<file path="src/rtl/adc_trigger_capture_pkg.sv">
// Shared definitions for the ADC trigger/capture stage: FSM encoding and
// the bit positions of the FIRST/LAST tags in an output word.
package adc_trigger_capture_pkg;

    typedef enum logic [1:0] {
        ST_IDLE    = 2'd0,
        ST_WAIT    = 2'd1,
        ST_CAPTURE = 2'd2,
        ST_FIN     = 2'd3
    } state_t;

    // Output word layout is {FIRST, LAST, sample}.
    function automatic int first_bit(input int data_width);
        return data_width + 1;
    endfunction

    function automatic int last_bit(input int data_width);
        return data_width;
    endfunction

endpackage

</file>
<file path="src/rtl/sync_2ff.sv">
// Two-flop synchronizer for a single asynchronous level signal.
// Output clears to 0 while reset is asserted.
module sync_2ff (
    input  logic clk_i,
    input  logic rst_ni,
    input  logic d_i,
    output logic q_o
);

    logic meta_q;
    logic sync_q;

    always_ff @(posedge clk_i or negedge rst_ni) begin
        if (!rst_ni) begin
            meta_q <= 1'b0;
            sync_q <= 1'b0;
        end else begin
            meta_q <= d_i;
            sync_q <= meta_q;
        end
    end

    assign q_o = sync_q;

endmodule

</file>
<file path="src/rtl/adc_trigger_capture.sv">
// Triggered ADC capture: after START, waits DELAY encode cycles, captures SAMPLES
// words tagged {FIRST, LAST, sample} into a single-entry valid/ready output register.
module adc_trigger_capture
    import adc_trigger_capture_pkg::*;
#(
    parameter int DATA_WIDTH = 14,
    parameter int CNT_WIDTH  = 16,
    parameter int DLY_WIDTH  = 8,
    parameter int LOST_WIDTH = 8
) (
    input  logic                    ADC_ENC,
    input  logic                    RST_N,
    input  logic                    LOCKED,
    input  logic [DATA_WIDTH-1:0]   ADC_IN,
    input  logic                    START,
    input  logic [CNT_WIDTH-1:0]    SAMPLES,
    input  logic [DLY_WIDTH-1:0]    DELAY,
    output logic [DATA_WIDTH+1:0]   DATA_OUT,
    output logic                    DATA_VALID,
    input  logic                    DATA_READY,
    output logic                    BUSY,
    output logic                    DONE,
    output logic                    ERR,
    output logic [LOST_WIDTH-1:0]   LOST_CNT,
    output logic [1:0]              STATE_DBG
);

    localparam int FIRST_BIT = first_bit(DATA_WIDTH);
    localparam int LAST_BIT  = last_bit(DATA_WIDTH);

    logic                  lock_s;
    logic [DATA_WIDTH-1:0] adc_q;

    state_t                state_q;
    logic [CNT_WIDTH-1:0]  n_q;
    logic [CNT_WIDTH-1:0]  k_q;
    logic [DLY_WIDTH-1:0]  d_q;
    logic [DATA_WIDTH+1:0] data_q;
    logic                  valid_q;
    logic                  busy_q;
    logic                  done_q;
    logic                  err_q;
    logic [LOST_WIDTH-1:0] lost_q;
    logic [LOST_WIDTH-1:0] lost_d;

    logic [CNT_WIDTH-1:0]  last_idx;
    logic                  is_first;
    logic                  is_last;
    logic [DATA_WIDTH+1:0] word;
    logic                  capture_en;
    logic                  load_word;
    logic                  drop_word;

    sync_2ff u_lock_sync (
        .clk_i  (ADC_ENC),
        .rst_ni (RST_N),
        .d_i    (LOCKED),
        .q_o    (lock_s)
    );

    always_ff @(posedge ADC_ENC or negedge RST_N) begin
        if (!RST_N) begin
            adc_q <= '0;
        end else begin
            adc_q <= ADC_IN;
        end
    end

    always_comb begin
        last_idx   = n_q - CNT_WIDTH'(1);
        is_first   = (k_q == '0);
        is_last    = (k_q == last_idx);
        word       = '0;
        word[DATA_WIDTH-1:0] = adc_q;
        word[FIRST_BIT]      = is_first;
        word[LAST_BIT]       = is_last;
        // A word is only produced while lock holds; a lock loss aborts instead.
        capture_en = (state_q == ST_CAPTURE) && lock_s;
        load_word  = capture_en && (!valid_q || DATA_READY);
        drop_word  = capture_en && valid_q && !DATA_READY;
        lost_d     = (lost_q == '1) ? lost_q : lost_q + LOST_WIDTH'(1);
    end

    always_ff @(posedge ADC_ENC or negedge RST_N) begin
        if (!RST_N) begin
            state_q <= ST_IDLE;
            n_q     <= '0;
            k_q     <= '0;
            d_q     <= '0;
            data_q  <= '0;
            valid_q <= 1'b0;
            busy_q  <= 1'b0;
            done_q  <= 1'b0;
            err_q   <= 1'b0;
            lost_q  <= '0;
        end else begin
            done_q <= 1'b0;
            case (state_q)
                ST_IDLE: begin
                    if (START) begin
                        if (lock_s) begin
                            n_q    <= SAMPLES;
                            d_q    <= DELAY;
                            k_q    <= '0;
                            err_q  <= 1'b0;
                            lost_q <= '0;
                            if (SAMPLES == '0) begin
                                state_q <= ST_FIN;
                                done_q  <= 1'b1;
                            end else if (DELAY == '0) begin
                                state_q <= ST_CAPTURE;
                                busy_q  <= 1'b1;
                            end else begin
                                state_q <= ST_WAIT;
                                busy_q  <= 1'b1;
                            end
                        end else begin
                            err_q <= 1'b1;
                        end
                    end
                end
                ST_WAIT: begin
                    if (!lock_s) begin
                        state_q <= ST_IDLE;
                        busy_q  <= 1'b0;
                        err_q   <= 1'b1;
                    end else begin
                        d_q <= d_q - DLY_WIDTH'(1);
                        if (d_q == DLY_WIDTH'(1)) begin
                            state_q <= ST_CAPTURE;
                        end
                    end
                end
                ST_CAPTURE: begin
                    if (!lock_s) begin
                        state_q <= ST_IDLE;
                        busy_q  <= 1'b0;
                        err_q   <= 1'b1;
                    end else begin
                        k_q <= k_q + CNT_WIDTH'(1);
                        if (is_last) begin
                            state_q <= ST_FIN;
                            busy_q  <= 1'b0;
                            done_q  <= 1'b1;
                        end
                    end
                end
                ST_FIN: begin
                    state_q <= ST_IDLE;
                end
                default: begin
                    state_q <= ST_IDLE;
                    busy_q  <= 1'b0;
                end
            endcase

            // Single-entry output register; a blocked word is counted, not queued.
            if (load_word) begin
                data_q  <= word;
                valid_q <= 1'b1;
            end else if (DATA_READY) begin
                valid_q <= 1'b0;
            end
            if (drop_word) begin
                lost_q <= lost_d;
            end
        end
    end

    assign DATA_OUT   = data_q;
    assign DATA_VALID = valid_q;
    assign BUSY       = busy_q;
    assign DONE       = done_q;
    assign ERR        = err_q;
    assign LOST_CNT   = lost_q;
    assign STATE_DBG  = state_q;

endmodule
</file>
<file path="config.mk">
export PLATFORM = sky130hd
export DESIGN_NAME = adc_trigger_capture
export DESIGN_NICKNAME = d
export VERILOG_FILES = /design/src/rtl/adc_trigger_capture_pkg.sv /design/src/rtl/sync_2ff.sv /design/src/rtl/adc_trigger_capture.sv
export SDC_FILE = /design/constraint.sdc
export NUM_CORES = 1
export LEC_CHECK = 0
export ABC_AREA = 1
export BUFFER_PORTS_ARGS = -buffer_cell sky130_fd_sc_hd__buf_2
export CORE_MARGIN = 5
export CORE_UTILIZATION = 61
export DETAILED_ROUTE_END_ITERATION = 10
export PLACE_DENSITY = 0.82
export SLEW_MARGIN = 5
export SYNTH_ARGS = -nofsm -noshare
export SYNTH_HDL_FRONTEND = slang
export SYNTH_SLANG_ARGS = --single-unit
</file>
<file path="constraint.sdc">
create_clock -name ADC_ENC -period 4.35 [get_ports ADC_ENC]
set_clock_uncertainty 0.1 [all_clocks]
set_input_delay 0.87 -clock ADC_ENC [delete_from_list [all_inputs] [get_ports ADC_ENC]]
set_output_delay 0.87 -clock ADC_ENC [all_outputs]
set_load 0.01 [all_outputs]
</file>
==> impl_metrics.xml, run 1 <==
<?xml version="1.0" encoding="UTF-8"?>
<metrics>
  <group name="status">
    <metric name="result_of_the_run" unit="">completed</metric>
  </group>
  <group name="critical_path">
    <metric name="cp_cell_sequence" unit="">inv_1 -&gt; ha_1 -&gt; nand3_2 -&gt; nor2_2 -&gt; nand2_1 -&gt; nand2_1 -&gt; nand2_1 -&gt; nor2_1 -&gt; nand2_1 -&gt; nor2_1 -&gt; nand2_1 -&gt; nand2_2 -&gt; nand2_1 -&gt; nand2_1 -&gt; nand2_1</metric>
    <metric name="worst-setup-path-type" unit="">reg -&gt; reg</metric>
    <metric name="crit_path_max_incr_delay" unit="ps">410</metric>
    <metric name="crit_path_max_fanout" unit="">6</metric>
    <metric name="critPathCaptureType" unit="">flop</metric>
    <metric name="critPathSlowestCell" unit="">sky130_fd_sc_hd__dfrtp_1</metric>
    <metric name="cpLargestDelayFamily" unit="">simple AND/OR/NAND/NOR gates</metric>
    <metric name="critical-path-top-cell-by-count" unit="">sky130_fd_sc_hd__nand2_1</metric>
    <metric name="critical_path.n_buffers_inverters" unit="">1</metric>
    <metric name="worst-endpoint-required" unit="ps">4500</metric>
    <metric name="setup.worst_path.start_class" unit="">flop</metric>
    <metric name="cp.arrival" unit="ps">2470</metric>
  </group>
  <group name="power">
    <metric name="net-switching-power" unit="mW">1.26</metric>
    <metric name="fin_total_pwr" unit="mW">2.95</metric>
    <metric name="max-vdd-ir-drop" unit="mV">0.332</metric>
    <metric name="p_clk_frac" unit="">0.177</metric>
    <metric name="power.share.sequential" unit="">0.403</metric>
    <metric name="cellPowerDensity" unit="mW/mm^2">573</metric>
    <metric name="comb_power_share" unit="">0.420</metric>
    <metric name="swShare" unit="">0.428</metric>
    <metric name="leakage" unit="nW">2.71</metric>
    <metric name="p_int" unit="mW">1.68</metric>
  </group>
  <group name="timing">
    <metric name="finalMaxSlewViolations" unit="">0</metric>
    <metric name="final.min_clock_period" unit="ps">2310</metric>
    <metric name="setup_viols_final" unit="">0</metric>
    <metric name="finalCritPeriodShare" unit="">0.532</metric>
    <metric name="worst-slew-pin-transition" unit="ps">1060</metric>
    <metric name="maxSlewHeadroom" unit="">0.296</metric>
    <metric name="rsz0062_at_grt" unit="">no</metric>
    <metric name="hold_viol" unit="">0</metric>
    <metric name="highest_clock_frequency_the_design_can_meet" unit="MHz">432</metric>
    <metric name="setup_tns" unit="ps">0</metric>
  </group>
  <group name="placed_design">
    <metric name="placement.io_buffers" unit="">72</metric>
    <metric name="dp.final_hpwl" unit="mm">7.68</metric>
    <metric name="numPlacedInstances" unit="">742</metric>
    <metric name="last_weighted_congestion_value_of_the_routability_driven_placer" unit="">0.930</metric>
  </group>
  <group name="die">
    <metric name="die_y" unit="microns">95.9</metric>
    <metric name="dieWidth" unit="microns">95.9</metric>
    <metric name="core" unit="sq mm">0.00721</metric>
    <metric name="boundaryPins" unit="">73</metric>
    <metric name="fp_rows" unit="">31</metric>
    <metric name="start_util" unit="">0.624</metric>
    <metric name="die_area" unit="sq mm">0.00920</metric>
  </group>
  <group name="grt">
    <metric name="grt_pass1_vias" unit="">3861</metric>
    <metric name="grt_antenna_before_repair" unit="">0</metric>
    <metric name="grt_pass1_wl" unit="mm">17.4</metric>
    <metric name="grt_overflow_total" unit="">0</metric>
    <metric name="grt_max_degree" unit="">87</metric>
    <metric name="tot_gr_track_use" unit="">0.242</metric>
  </group>
  <group name="final_layout">
    <metric name="fin_nets" unit="">706</metric>
    <metric name="mostFrequentLayoutCells" unit="">190 x sky130_fd_sc_hd__nand2_1, 86 x sky130_fd_sc_hd__dfrtp_1, 71 x sky130_fd_sc_hd__buf_2</metric>
    <metric name="multiInputGateArea" unit="sq mm">0.00206</metric>
    <metric name="area.growth.synth_to_final" unit="%">14.3</metric>
    <metric name="layout.filler_cells" unit="">597</metric>
    <metric name="layoutNonFillerInstCount" unit="">757</metric>
    <metric name="register_area" unit="sq mm">0.00215</metric>
    <metric name="drive_gt1_frac" unit="">0.178</metric>
    <metric name="antenna_cells_inserted" unit="">0</metric>
    <metric name="final_common_cell" unit="">sky130_fd_sc_hd__nand2_1</metric>
  </group>
  <group name="logic_synthesis">
    <metric name="fraction_of_registers_with_async_set_reset" unit="">1.00</metric>
    <metric name="synthesis.nets" unit="">630</metric>
    <metric name="synth_enable_flop_cells" unit="">0</metric>
    <metric name="synthesis.instances" unit="">578</metric>
    <metric name="synth-warning-count" unit="">0</metric>
    <metric name="ys_seq_area_frac" unit="">0.478</metric>
    <metric name="synth.distinct_cells" unit="">40</metric>
    <metric name="syn_area" unit="sq mm">0.00450</metric>
    <metric name="postSynthAreaPerCell" unit="sq um">7.79</metric>
    <metric name="yosys_register_bits" unit="">86</metric>
    <metric name="synth-main-ff-cell" unit="">sky130_fd_sc_hd__dfrtp_1</metric>
  </group>
  <group name="routing">
    <metric name="wirelength" unit="mm">10.5</metric>
    <metric name="drt_pass1_iterations" unit="">6</metric>
    <metric name="route.detailed.vias_per_inst" unit="">5.31</metric>
    <metric name="wl_per_cell" unit="microns">13.8</metric>
    <metric name="detailroute.via_count" unit="">4016</metric>
    <metric name="drc" unit="">0</metric>
    <metric name="residual_antenna_violating_net_count_after_detailed_routing" unit="">0</metric>
    <metric name="drt_first_iter_violations" unit="">285</metric>
  </group>
  <group name="cts">
    <metric name="post-cts-setup-buffer-count" unit="">0</metric>
    <metric name="cts.hold.buffers_added" unit="">0</metric>
    <metric name="clock_sinks" unit="">86</metric>
    <metric name="clkLatencyLatePin" unit="ps">360</metric>
    <metric name="cts_root_buffer" unit="">sky130_fd_sc_hd__clkbuf_8</metric>
    <metric name="cts_max_path_buffers" unit="">2</metric>
    <metric name="cts.reportedPaths.clkPinSlew" unit="ps">90</metric>
    <metric name="tritoncts" unit="">built</metric>
    <metric name="numCtsBuffers" unit="">9</metric>
    <metric name="htreeDepth" unit="">3</metric>
    <metric name="postCtsResizedCells" unit="">0</metric>
  </group>
  <group name="flow_run">
    <metric name="cap_violations" unit="">0</metric>
  </group>
  <group name="worst_hold_path">
    <metric name="min_path_type" unit="">reg -&gt; reg</metric>
  </group>
</metrics>
## worst paths after layout
kind | to | start | slack, ps | cells past startpoint
setup / recovery | STATE_DBG[1] | n_q[0] | 2040 | 15
hold / removal | u_lock_sync.q_o | u_lock_sync.meta_q | 250 | 0
setup reg to reg | STATE_DBG[1] | n_q[0] | 2040 | 15
hold reg to reg | u_lock_sync.q_o | u_lock_sync.meta_q | 250 | 0
max in group asynchronous | n_q[8] | RST_N | 2880 | 1
min in group asynchronous | d_q[2] | RST_N | 590 | 1
## worst reg2reg max path, cell delays in order (launching register included)
cell and delay [ps]:
sky130_fd_sc_hd__dfrtp_1 410, sky130_fd_sc_hd__inv_1 140, sky130_fd_sc_hd__ha_1 220, sky130_fd_sc_hd__nand3_2 150, sky130_fd_sc_hd__nor2_2 240, sky130_fd_sc_hd__nand2_1 80, sky130_fd_sc_hd__nand2_1 70, sky130_fd_sc_hd__nand2_1 50
sky130_fd_sc_hd__nor2_1 110, sky130_fd_sc_hd__nand2_1 60, sky130_fd_sc_hd__nor2_1 90, sky130_fd_sc_hd__nand2_1 150, sky130_fd_sc_hd__nand2_2 130, sky130_fd_sc_hd__nand2_1 70, sky130_fd_sc_hd__nand2_1 70, sky130_fd_sc_hd__nand2_1 50
## cell type report
cell class	instances	area share
inverter	66	0.0482
clock buffer	10	0.0268
clock inverter	5	0.00778
sequential	86	0.418
multi-input combinational	417	0.401
tap	99	0.0241
timing repair buffer	74	0.0735
## synthesized netlist by cell type (3+ instances only)
| library cell | number | area share |
|---|---|---|
| sky130_fd_sc_hd__xor2_1 | 10 | 0.019 |
| sky130_fd_sc_hd__buf_2 | 4 | 0.0044 |
| sky130_fd_sc_hd__nand2_2 | 3 | 0.0042 |
| sky130_fd_sc_hd__o21ai_0 | 40 | 0.044 |
| sky130_fd_sc_hd__nor4_1 | 5 | 0.0069 |
| sky130_fd_sc_hd__inv_1 | 61 | 0.051 |
| sky130_fd_sc_hd__a21oi_1 | 15 | 0.017 |
| sky130_fd_sc_hd__inv_2 | 5 | 0.0042 |
| sky130_fd_sc_hd__clkbuf_1 | 4 | 0.0033 |
| sky130_fd_sc_hd__nor2_2 | 5 | 0.0069 |
| sky130_fd_sc_hd__nand3_1 | 26 | 0.029 |
| sky130_fd_sc_hd__nor3_2 | 3 | 0.0067 |
| sky130_fd_sc_hd__nor2_1 | 61 | 0.051 |
| sky130_fd_sc_hd__xnor2_1 | 6 | 0.012 |
| sky130_fd_sc_hd__nand4_1 | 6 | 0.0083 |
| sky130_fd_sc_hd__o22ai_1 | 3 | 0.0042 |
| sky130_fd_sc_hd__nor3_1 | 6 | 0.0067 |
| sky130_fd_sc_hd__nand3b_1 | 3 | 0.0050 |
| sky130_fd_sc_hd__nand2_1 | 190 | 0.16 |
| sky130_fd_sc_hd__dfrtp_1 | 86 | 0.48 |
| sky130_fd_sc_hd__ha_1 | 9 | 0.025 |
## sequential cells by signal (all words and copies together), names as in the netlist
signal / flops
ERR: 1
d_q: 8
BUSY: 1
adc_q: 14
u_lock_sync.q_o: 1
u_lock_sync.meta_q: 1
n_q: 16
k_q: 16
DATA_VALID: 1
DONE: 1
DATA_OUT: 16
LOST_CNT: 8
STATE_DBG: 2
## logic make-up after synthesis
group	share of synthesized area
compound gates	0.0900
xor+xnor	0.0311
fa+ha+maj	0.0250
buf+inv	0.0639
flops	0.478
simple gates	0.312
## per-stage QoR
step                area, sq um  hold WS (ps)  setup slack (ps)   util
floorplan                  4500           231              2200      -
global placement           4970           233              2000  0.688
detailed placement         4970           237              1970  0.688
CTS                        5140           257              2030  0.713
global route               5140           265              1790  0.713
finish                     5140           254              2040  0.713
## per-layer routing
metal	part of all wire	GRT usage	vias up
met5	0	0	-
met4	0.021	0.0900	0
met3	0.049	0.0500	24
met2	0.50	0.401	124
met1	0.43	0.313	1870
li1	-	-	1998
## power by group through the flow
stage | combinational, mW | clock, mW | sequential, mW
global placement | 1.19 | 0 | 1.19
detailed placement | 1.24 | 0 | 1.19
finish | 1.24 | 0.521 | 1.19
CTS | 1.24 | 0.531 | 1.18
global route | 1.42 | 0.565 | 1.22
floorplan | 0.856 | 0 | 1.20
Power figures use the tool's default switching activity.
==> run 2, diff against run 1 <==
--- a/config.mk
+++ b/config.mk
@@ -8,9 +8,9 @@
 export ABC_AREA = 1
 export BUFFER_PORTS_ARGS = -buffer_cell sky130_fd_sc_hd__buf_2
 export CORE_MARGIN = 5
-export CORE_UTILIZATION = 61
+export CORE_UTILIZATION = 51
 export DETAILED_ROUTE_END_ITERATION = 10
-export PLACE_DENSITY = 0.82
+export PLACE_DENSITY = 0.73
 export SLEW_MARGIN = 5
 export SYNTH_ARGS = -nofsm -noshare
 export SYNTH_HDL_FRONTEND = slang
==> constraint.sdc (replaced) <==
create_clock -name ADC_ENC -period 2.1 [get_ports ADC_ENC]
set_clock_uncertainty 0.1 [all_clocks]
set_input_delay 0.42 -clock ADC_ENC [delete_from_list [all_inputs] [get_ports ADC_ENC]]
set_output_delay 0.42 -clock ADC_ENC [all_outputs]
set_load 0.01 [all_outputs]
==> run 2 against run 1 <==
Effect of this change: cell count rose by 4.4%; first-iteration DRC count fell by 41%; sequential share of layout area fell by 2.5 points; maximum frequency rose by 13%; count of clock-buffer cells in the layout fell by 1; largest power group unchanged.
==> impl_metrics.xml, run 2 (same netlist as run 1, synthesis figures left out) <==
<?xml version="1.0" encoding="UTF-8"?>
<metrics>
  <group name="status">
    <metric name="result_of_the_run" unit="">completed</metric>
  </group>
  <group name="critical_path">
    <metric name="cpLargestDelayFamily" unit="">simple AND/OR/NAND/NOR gates</metric>
    <metric name="critical-path-top-cell-by-count" unit="">sky130_fd_sc_hd__nand2_1</metric>
    <metric name="critical_path.n_buffers_inverters" unit="">2</metric>
    <metric name="cp_cell_sequence" unit="">inv_2 -&gt; buf_4 -&gt; nand2_1 -&gt; nor2_2 -&gt; nand2_1 -&gt; nand2_1 -&gt; nor2_1 -&gt; nor2_1 -&gt; nand2_1 -&gt; nor2_2 -&gt; nand2_2 -&gt; nand2_4 -&gt; nand2_4 -&gt; nand2_2 -&gt; nand2_2</metric>
    <metric name="worst-setup-path-type" unit="">reg -&gt; reg</metric>
    <metric name="timing.critical_path.from" unit="">n_q[0]</metric>
    <metric name="cp.arrival" unit="ps">2200</metric>
    <metric name="critPathSlowestCell" unit="">sky130_fd_sc_hd__dfrtp_1</metric>
    <metric name="crit_path_max_incr_delay" unit="ps">410</metric>
    <metric name="crit_path_max_fanout" unit="">5</metric>
    <metric name="r2r_start" unit="">n_q[0]</metric>
    <metric name="critPathCaptureType" unit="">flop</metric>
    <metric name="setup.worst_path.start_class" unit="">flop</metric>
    <metric name="worst-endpoint-required" unit="ps">2250</metric>
  </group>
  <group name="grt">
    <metric name="grt_antenna_before_repair" unit="">0</metric>
    <metric name="grt_max_degree" unit="">36</metric>
    <metric name="tot_gr_track_use" unit="">0.205</metric>
    <metric name="grt_pass1_wl" unit="mm">18.6</metric>
    <metric name="grt_overflow_total" unit="">0</metric>
    <metric name="grt_pass1_vias" unit="">4073</metric>
  </group>
  <group name="die">
    <metric name="die_y" unit="microns">104</metric>
    <metric name="boundaryPins" unit="">73</metric>
    <metric name="dieWidth" unit="microns">104</metric>
    <metric name="core" unit="sq mm">0.00868</metric>
    <metric name="start_util" unit="">0.519</metric>
    <metric name="fp_rows" unit="">34</metric>
    <metric name="die_area" unit="sq mm">0.0108</metric>
  </group>
  <group name="placed_design">
    <metric name="placement.io_buffers" unit="">72</metric>
    <metric name="last_weighted_congestion_value_of_the_routability_driven_placer" unit="">0.890</metric>
    <metric name="dp.final_hpwl" unit="mm">8.32</metric>
  </group>
  <group name="timing">
    <metric name="finalMaxSlewViolations" unit="">0</metric>
    <metric name="maxSlewHeadroom" unit="">0.611</metric>
    <metric name="rsz0062_at_grt" unit="">yes</metric>
    <metric name="final.min_clock_period" unit="ps">2050</metric>
    <metric name="setup_tns" unit="ps">0</metric>
    <metric name="setup_viols_final" unit="">0</metric>
    <metric name="worst-slew-pin-transition" unit="ps">580</metric>
    <metric name="finalCritPeriodShare" unit="">0.974</metric>
    <metric name="highest_clock_frequency_the_design_can_meet" unit="MHz">489</metric>
    <metric name="hold_viol" unit="">0</metric>
  </group>
  <group name="power">
    <metric name="fin_total_pwr" unit="mW">6.61</metric>
    <metric name="leakage" unit="nW">2.84</metric>
    <metric name="max-vdd-ir-drop" unit="mV">0.635</metric>
    <metric name="cellPowerDensity" unit="mW/mm^2">1210</metric>
  </group>
  <group name="final_layout">
    <metric name="fin_nets" unit="">729</metric>
    <metric name="drive_gt1_frac" unit="">0.233</metric>
    <metric name="area.growth.synth_to_final" unit="%">21.6</metric>
    <metric name="final_common_cell" unit="">sky130_fd_sc_hd__nand2_1</metric>
    <metric name="layout.filler_cells" unit="">779</metric>
    <metric name="antenna_cells_inserted" unit="">0</metric>
    <metric name="mostFrequentLayoutCells" unit="">184 x sky130_fd_sc_hd__nand2_1, 86 x sky130_fd_sc_hd__dfrtp_1, 71 x sky130_fd_sc_hd__buf_2</metric>
  </group>
  <group name="cts">
    <metric name="clock_sinks" unit="">86</metric>
    <metric name="numCtsBuffers" unit="">9</metric>
    <metric name="tritoncts" unit="">built</metric>
    <metric name="cts.reportedPaths.clkPinSlew" unit="ps">100</metric>
    <metric name="cts_max_path_buffers" unit="">2</metric>
    <metric name="cts_root_buffer" unit="">sky130_fd_sc_hd__clkbuf_8</metric>
    <metric name="clkLatencyLatePin" unit="ps">360</metric>
    <metric name="htreeDepth" unit="">3</metric>
  </group>
  <group name="routing">
    <metric name="drt_pass1_iterations" unit="">4</metric>
    <metric name="residual_antenna_violating_net_count_after_detailed_routing" unit="">0</metric>
    <metric name="drc" unit="">0</metric>
    <metric name="route.detailed.vias_per_inst" unit="">5.08</metric>
    <metric name="wl_per_cell" unit="microns">13.8</metric>
    <metric name="drt_first_iter_violations" unit="">168</metric>
    <metric name="wirelength" unit="mm">10.9</metric>
    <metric name="detailroute.via_count" unit="">4010</metric>
  </group>
  <group name="flow_run">
    <metric name="cap_violations" unit="">0</metric>
  </group>
  <group name="worst_hold_path">
    <metric name="min_path_type" unit="">in -&gt; reg</metric>
    <metric name="hp-start" unit="">ADC_IN[7]</metric>
  </group>
</metrics>
[run 2: changes by cell type in the layout (fill, tap and decap cells not counted), sizes merged]
cell and change:
clkinv +1, clkinvlp +1, buf +22, dlygate4sd3 +1
clkbuf -1
[run 2: through the flow]
| stage | util | setup WS (ps) | hold WS (ps) | cell area (sq um) | instances |
|---|---|---|---|---|---|
| 2_1_floorplan | - | 85.2 | 24.4 | 4500 | 578 |
| 3_3_place_gp | 0.586 | 8.75 | 232 | 5090 | 764 |
| 3_5_place_dp | 0.586 | -76.1 | 236 | 5090 | 764 |
| 4_1_cts | 0.617 | 10.4 | 38.6 | 5360 | 783 |
| 5_1_grt | 0.631 | -102 | 20.9 | 5470 | 790 |
| 6_report | 0.631 | 54.6 | 57.7 | 5470 | 790 |
[run 2: path summary, 6_finish.rpt]
path                                 endpoint  depth (start not counted)  slack [ps]
max in group asynchronous              n_q[4]                          3         760
max                              STATE_DBG[1]                         15          50
min reg2reg                   u_lock_sync.q_o                          0         260
min in group asynchronous  u_lock_sync.meta_q                          2         470
min                                  adc_q[7]                          1          60
max reg2reg                      STATE_DBG[1]                         15          50
[run 2: power by group]
group / total, mW / internal [mW] / switching, mW
Combinational: 3.00 / 1.18 / 1.82
Clock: 1.16 / 0.471 / 0.685
Sequential: 2.46 / 2.09 / 0.363
Total: 6.61 / 3.74 / 2.87
[run 2: per-layer routing]
layer,share of wire,vias to the layer above,global-route usage
met5,0,-,0
met4,0.012,0,0.0500
met3,0.052,8,0.0534
met2,0.50,85,0.355
met1,0.44,1872,0.255
li1,-,2045,-
[run 2: final cells by class]
type	instances	area [sq um]	area share
Clock inverter	7	75.1	0.0137
Sequential cell	86	2150	0.393
Tap cell	108	135	0.0247
Inverter	66	248	0.0453
Multi-Input combinational cell	417	2170	0.397
Clock buffer	9	124	0.0226
Timing Repair Buffer	97	566	0.103
[run 2: timing repair]
action                                  in CTS  in global routing
endpoints found under the hold margin       33                  0
pin swaps                                    5                 15
resized for setup                           10                 20
hold buffers                                 1                  0
endpoints found under the setup margin       9                 18
buffers inserted                             2                  7
==> run 3, diff against run 2 <==
--- a/config.mk
+++ b/config.mk
@@ -8,10 +8,12 @@
 export ABC_AREA = 1
 export BUFFER_PORTS_ARGS = -buffer_cell sky130_fd_sc_hd__buf_2
 export CORE_MARGIN = 5
-export CORE_UTILIZATION = 51
+export CORE_UTILIZATION = 52
+export CTS_BUF_LIST = sky130_fd_sc_hd__clkbuf_4 sky130_fd_sc_hd__clkbuf_8 sky130_fd_sc_hd__clkbuf_16
 export DETAILED_ROUTE_END_ITERATION = 10
-export PLACE_DENSITY = 0.73
+export PLACE_DENSITY = 0.74
 export SLEW_MARGIN = 5
 export SYNTH_ARGS = -nofsm -noshare
 export SYNTH_HDL_FRONTEND = slang
+export SYNTH_HIERARCHICAL = 1
 export SYNTH_SLANG_ARGS = --single-unit
==> run 3 against run 2 <==
Effect of this change: critical path depth up 1; register-to-register slack about the same; combinational power up 6%; synthesized area up 3.7%; cell area up 2.9%; clock power about the same; sequential power up 3%; synthesized cell count up 2.4%; cell count up 1.4%; via count up 3.5%; setup slack better by 2.3 ps; largest cell class unchanged; highest routed layer unchanged.
==> impl_metrics.xml, run 3 <==
<?xml version="1.0" encoding="UTF-8"?>
<metrics>
  <group name="timing">
    <metric name="rsz0062_at_grt" unit="">yes</metric>
    <metric name="worst-slew-pin-transition" unit="ps">436</metric>
    <metric name="highest_clock_frequency_the_design_can_meet" unit="MHz">489</metric>
    <metric name="maxSlewHeadroom" unit="">0.706</metric>
    <metric name="finalCritPeriodShare" unit="">0.973</metric>
    <metric name="final_setup_margin" unit="ps">57.0</metric>
    <metric name="timing.hold.ws" unit="ps">56.5</metric>
    <metric name="finalMaxSlewViolations" unit="">0</metric>
    <metric name="setup_viols_final" unit="">0</metric>
    <metric name="hold_viol" unit="">0</metric>
    <metric name="final.min_clock_period" unit="ps">2040</metric>
  </group>
  <group name="grt">
    <metric name="grt_antenna_before_repair" unit="">0</metric>
    <metric name="use_met2" unit="">0.342</metric>
    <metric name="grt_busiest_layer" unit="">met2</metric>
    <metric name="grt_max_degree" unit="">34</metric>
    <metric name="grt_overflow_total" unit="">0</metric>
    <metric name="grt_pass1_vias" unit="">4150</metric>
    <metric name="tot_gr_track_use" unit="">0.210</metric>
    <metric name="grt_pass1_wl" unit="mm">19.2</metric>
    <metric name="globalRouteMet1Util" unit="">0.282</metric>
    <metric name="met3_global_route_usage" unit="">0.0469</metric>
  </group>
  <group name="logic_synthesis">
    <metric name="syn_area" unit="sq mm">0.00467</metric>
    <metric name="ys_seq_area_frac" unit="">0.461</metric>
    <metric name="synthTopCellsByCount" unit="">173 x sky130_fd_sc_hd__nand2_1, 86 x sky130_fd_sc_hd__dfrtp_1, 66 x sky130_fd_sc_hd__nor2_1, 64 x sky130_fd_sc_hd__inv_1, 43 x sky130_fd_sc_hd__o21ai_0</metric>
    <metric name="synth-simple-area-share" unit="">0.311</metric>
    <metric name="synth.distinct_cells" unit="">47</metric>
    <metric name="synth_enable_flop_cells" unit="">0</metric>
    <metric name="multiplexer_share_of_the_synthesized_area" unit="">0</metric>
    <metric name="yosys_register_bits" unit="">86</metric>
    <metric name="synthesis.instances" unit="">592</metric>
    <metric name="postSynthAreaPerCell" unit="sq um">7.88</metric>
    <metric name="synthesis.nets" unit="">644</metric>
    <metric name="post_synth_xor_area_fraction" unit="">0.0461</metric>
    <metric name="post-synth-top-count-cell" unit="">sky130_fd_sc_hd__nand2_1</metric>
    <metric name="synth_compound_area_frac" unit="">0.0887</metric>
    <metric name="synthDominantAreaCellType" unit="">sky130_fd_sc_hd__dfrtp_1</metric>
    <metric name="synthAdderAreaFrac" unit="">0.0241</metric>
    <metric name="synthDominantCellAreaShare" unit="">0.461</metric>
    <metric name="area_contributors_post_synth" unit="">sky130_fd_sc_hd__dfrtp_1 46%, sky130_fd_sc_hd__nand2_1 14%, sky130_fd_sc_hd__nor2_1 5.3%</metric>
    <metric name="fraction_of_registers_with_async_set_reset" unit="">1.00</metric>
    <metric name="largest_family_of_logic_cells_by_synthesized_area" unit="">simple AND/OR/NAND/NOR gates</metric>
    <metric name="synth-main-ff-cell" unit="">sky130_fd_sc_hd__dfrtp_1</metric>
    <metric name="synth-warning-count" unit="">6</metric>
  </group>
  <group name="critical_path">
    <metric name="cp_cell_sequence" unit="">inv_2 -&gt; ha_4 -&gt; buf_4 -&gt; xor2_1 -&gt; nand2_1 -&gt; nand2_1 -&gt; nor2_2 -&gt; nand2_1 -&gt; nor2_1 -&gt; nand2_1 -&gt; nor2_2 -&gt; nand2_2 -&gt; nand2_4 -&gt; nand2_2 -&gt; nand2_1 -&gt; nand2_1</metric>
    <metric name="critical_path.n_buffers_inverters" unit="">2</metric>
    <metric name="crit_path_max_incr_delay" unit="ps">400</metric>
    <metric name="critical-path-top-cell-by-count" unit="">sky130_fd_sc_hd__nand2_1</metric>
    <metric name="endpoint_of_the_worst_slack_reg_to_reg_timing_path" unit="">STATE_DBG[1]</metric>
    <metric name="setup.reg_to_reg.worst_slack" unit="ps">60</metric>
    <metric name="worst-endpoint-required" unit="ps">2260</metric>
    <metric name="critPathCaptureType" unit="">flop</metric>
    <metric name="cp.arrival" unit="ps">2200</metric>
    <metric name="timing.critical_path.from" unit="">n_q[1]</metric>
    <metric name="worst_r2r_path_depth" unit="">16</metric>
    <metric name="critical_path.endpoint" unit="">STATE_DBG[1]</metric>
    <metric name="worst-setup-path-type" unit="">reg -&gt; reg</metric>
    <metric name="cpLargestDelayFamily" unit="">simple AND/OR/NAND/NOR gates</metric>
    <metric name="r2r_start" unit="">n_q[1]</metric>
    <metric name="crit_path_max_fanout" unit="">5</metric>
    <metric name="worst-path-stages" unit="">16</metric>
    <metric name="setup.worst_path.start_class" unit="">flop</metric>
    <metric name="critPathSlowestCell" unit="">sky130_fd_sc_hd__dfrtp_1</metric>
  </group>
  <group name="final_layout">
    <metric name="area.growth.synth_to_final" unit="%">20.6</metric>
    <metric name="layout.filler_cells" unit="">739</metric>
    <metric name="final_common_cell" unit="">sky130_fd_sc_hd__nand2_1</metric>
    <metric name="layoutNonFillerInstCount" unit="">801</metric>
    <metric name="mostFrequentLayoutCells" unit="">168 x sky130_fd_sc_hd__nand2_1, 83 x sky130_fd_sc_hd__dfrtp_1, 71 x sky130_fd_sc_hd__buf_2</metric>
    <metric name="antenna_cells_inserted" unit="">0</metric>
    <metric name="drive_gt1_frac" unit="">0.245</metric>
    <metric name="fin_nets" unit="">740</metric>
  </group>
  <group name="cts">
    <metric name="cts_max_path_buffers" unit="">2</metric>
    <metric name="cts.reportedPaths.clkPinSlew" unit="ps">100</metric>
    <metric name="cts_root_buffer" unit="">sky130_fd_sc_hd__clkbuf_8</metric>
    <metric name="numCtsBuffers" unit="">9</metric>
    <metric name="clkLatencyLatePin" unit="ps">360</metric>
    <metric name="htreeDepth" unit="">3</metric>
    <metric name="tritoncts" unit="">built</metric>
    <metric name="clock_sinks" unit="">86</metric>
  </group>
  <group name="power">
    <metric name="comb_power_share" unit="">0.464</metric>
    <metric name="p_clk_frac" unit="">0.169</metric>
    <metric name="swShare" unit="">0.442</metric>
    <metric name="cellPowerDensity" unit="mW/mm^2">1220</metric>
    <metric name="p_int" unit="mW">3.84</metric>
    <metric name="power.share.sequential" unit="">0.367</metric>
    <metric name="leakage" unit="nW">2.96</metric>
    <metric name="max-vdd-ir-drop" unit="mV">0.583</metric>
    <metric name="net-switching-power" unit="mW">3.04</metric>
  </group>
  <group name="routing">
    <metric name="detailroute.via_count" unit="">4149</metric>
    <metric name="drt_pass1_iterations" unit="">5</metric>
    <metric name="drc" unit="">0</metric>
    <metric name="residual_antenna_violating_net_count_after_detailed_routing" unit="">0</metric>
    <metric name="wirelength" unit="mm">11.4</metric>
    <metric name="wl_per_cell" unit="microns">14.2</metric>
    <metric name="drt_first_iter_violations" unit="">183</metric>
    <metric name="route.detailed.vias_per_inst" unit="">5.18</metric>
  </group>
  <group name="placed_design">
    <metric name="place_worst_setup_slack" unit="ps">-21.5</metric>
    <metric name="dp.final_hpwl" unit="mm">8.82</metric>
    <metric name="numPlacedInstances" unit="">779</metric>
    <metric name="placement.io_buffers" unit="">72</metric>
    <metric name="last_weighted_congestion_value_of_the_routability_driven_placer" unit="">0.921</metric>
  </group>
  <group name="die">
    <metric name="dieWidth" unit="microns">105</metric>
    <metric name="boundaryPins" unit="">73</metric>
    <metric name="start_util" unit="">0.535</metric>
    <metric name="die_y" unit="microns">105</metric>
    <metric name="fp_rows" unit="">34</metric>
    <metric name="core" unit="sq mm">0.00872</metric>
    <metric name="die_area" unit="sq mm">0.0110</metric>
  </group>
  <group name="worst_hold_path">
    <metric name="min_path_type" unit="">in -&gt; reg</metric>
    <metric name="whs_path_depth" unit="">1</metric>
  </group>
  <group name="flow_run">
    <metric name="cap_violations" unit="">0</metric>
  </group>
  <group name="status">
    <metric name="result_of_the_run" unit="">completed</metric>
  </group>
</metrics>
-- run 3: how the worst min path moves through the flow --
stage,slack [ps],from,to
2_1_floorplan,20,RST_N,BUSY
3_3_place_gp,230,u_lock_sync/meta_q,u_lock_sync/q_o
3_5_place_dp,250,u_lock_sync/meta_q,u_lock_sync/q_o
4_1_cts,40,ADC_IN[8],adc_q[8]
5_1_grt,30,ADC_IN[6],adc_q[6]
6_report,60,ADC_IN[8],adc_q[8]
-- run 3: stage by stage --
stage                     power, mW  instance area, sq um  setup TNS (ps)  utilization
after floorplan                4.53                  4670               0            -
after global placement         5.33                  5260               0        0.604
after detailed placement       5.45                  5260           -73.7        0.604
after CTS                      6.66                  5490               0        0.629
after global routing           7.47                  5630            -431        0.646
final                          6.88                  5630               0        0.646
-- run 3: power groups by stage --
stage	combinational (mW)	clock, mW	sequential [mW]
after floorplan	2.01	0	2.52
after global placement	2.84	0	2.50
after detailed placement	2.94	0	2.51
after CTS	2.98	1.19	2.49
after global routing	3.64	1.25	2.59
final	3.19	1.16	2.53
-- run 3: cell families (layout without fill, tap and decap cells) --
group | after synthesis | in the layout
simple gates | 320 | 320
xor+xnor | 23 | 23
flops | 86 | 86
fa+ha+maj | 9 | 9
compound gates | 72 | 72
buf+inv | 82 | 183
-- run 3: what timing repair did --
item	4_1_cts	5_1_grt
hold buffers	1	0
resized for setup	3	35
endpoints found under the setup margin	5	10
gates cloned	0	0
buffers inserted	0	5
hold endpoints to repair	29	0
pin swaps	2	16
-- run 3: worst reg2reg max path: stages (launching register included) --
cell                      delay, ps
sky130_fd_sc_hd__dfrtp_1        400
sky130_fd_sc_hd__inv_2           70
sky130_fd_sc_hd__ha_4           180
sky130_fd_sc_hd__buf_4          130
sky130_fd_sc_hd__xor2_1         140
sky130_fd_sc_hd__nand2_1         60
sky130_fd_sc_hd__nand2_1         60
sky130_fd_sc_hd__nor2_2         110
sky130_fd_sc_hd__nand2_1         70
sky130_fd_sc_hd__nor2_1          80
sky130_fd_sc_hd__nand2_1         60
sky130_fd_sc_hd__nor2_2         140
sky130_fd_sc_hd__nand2_2         90
sky130_fd_sc_hd__nand2_4        100
sky130_fd_sc_hd__nand2_2         50
sky130_fd_sc_hd__nand2_1         60
sky130_fd_sc_hd__nand2_1         50
-- run 3: layout make-up --
class,count,area [sq um],share of cell area
multi-input combinational,424,2300,0.409
sequential,86,2160,0.383
timing repair buffer,98,577,0.102
inverter,69,259,0.0460
tap,108,135,0.0240
clock buffer,9,124,0.0220
clock inverter,7,76.3,0.0136
-- run 3: per-layer routing --
layer,share of wire,wire length [microns]
met5,0,0
met1,0.44,5000
met3,0.062,700
met2,0.48,5480
met4,0.016,186
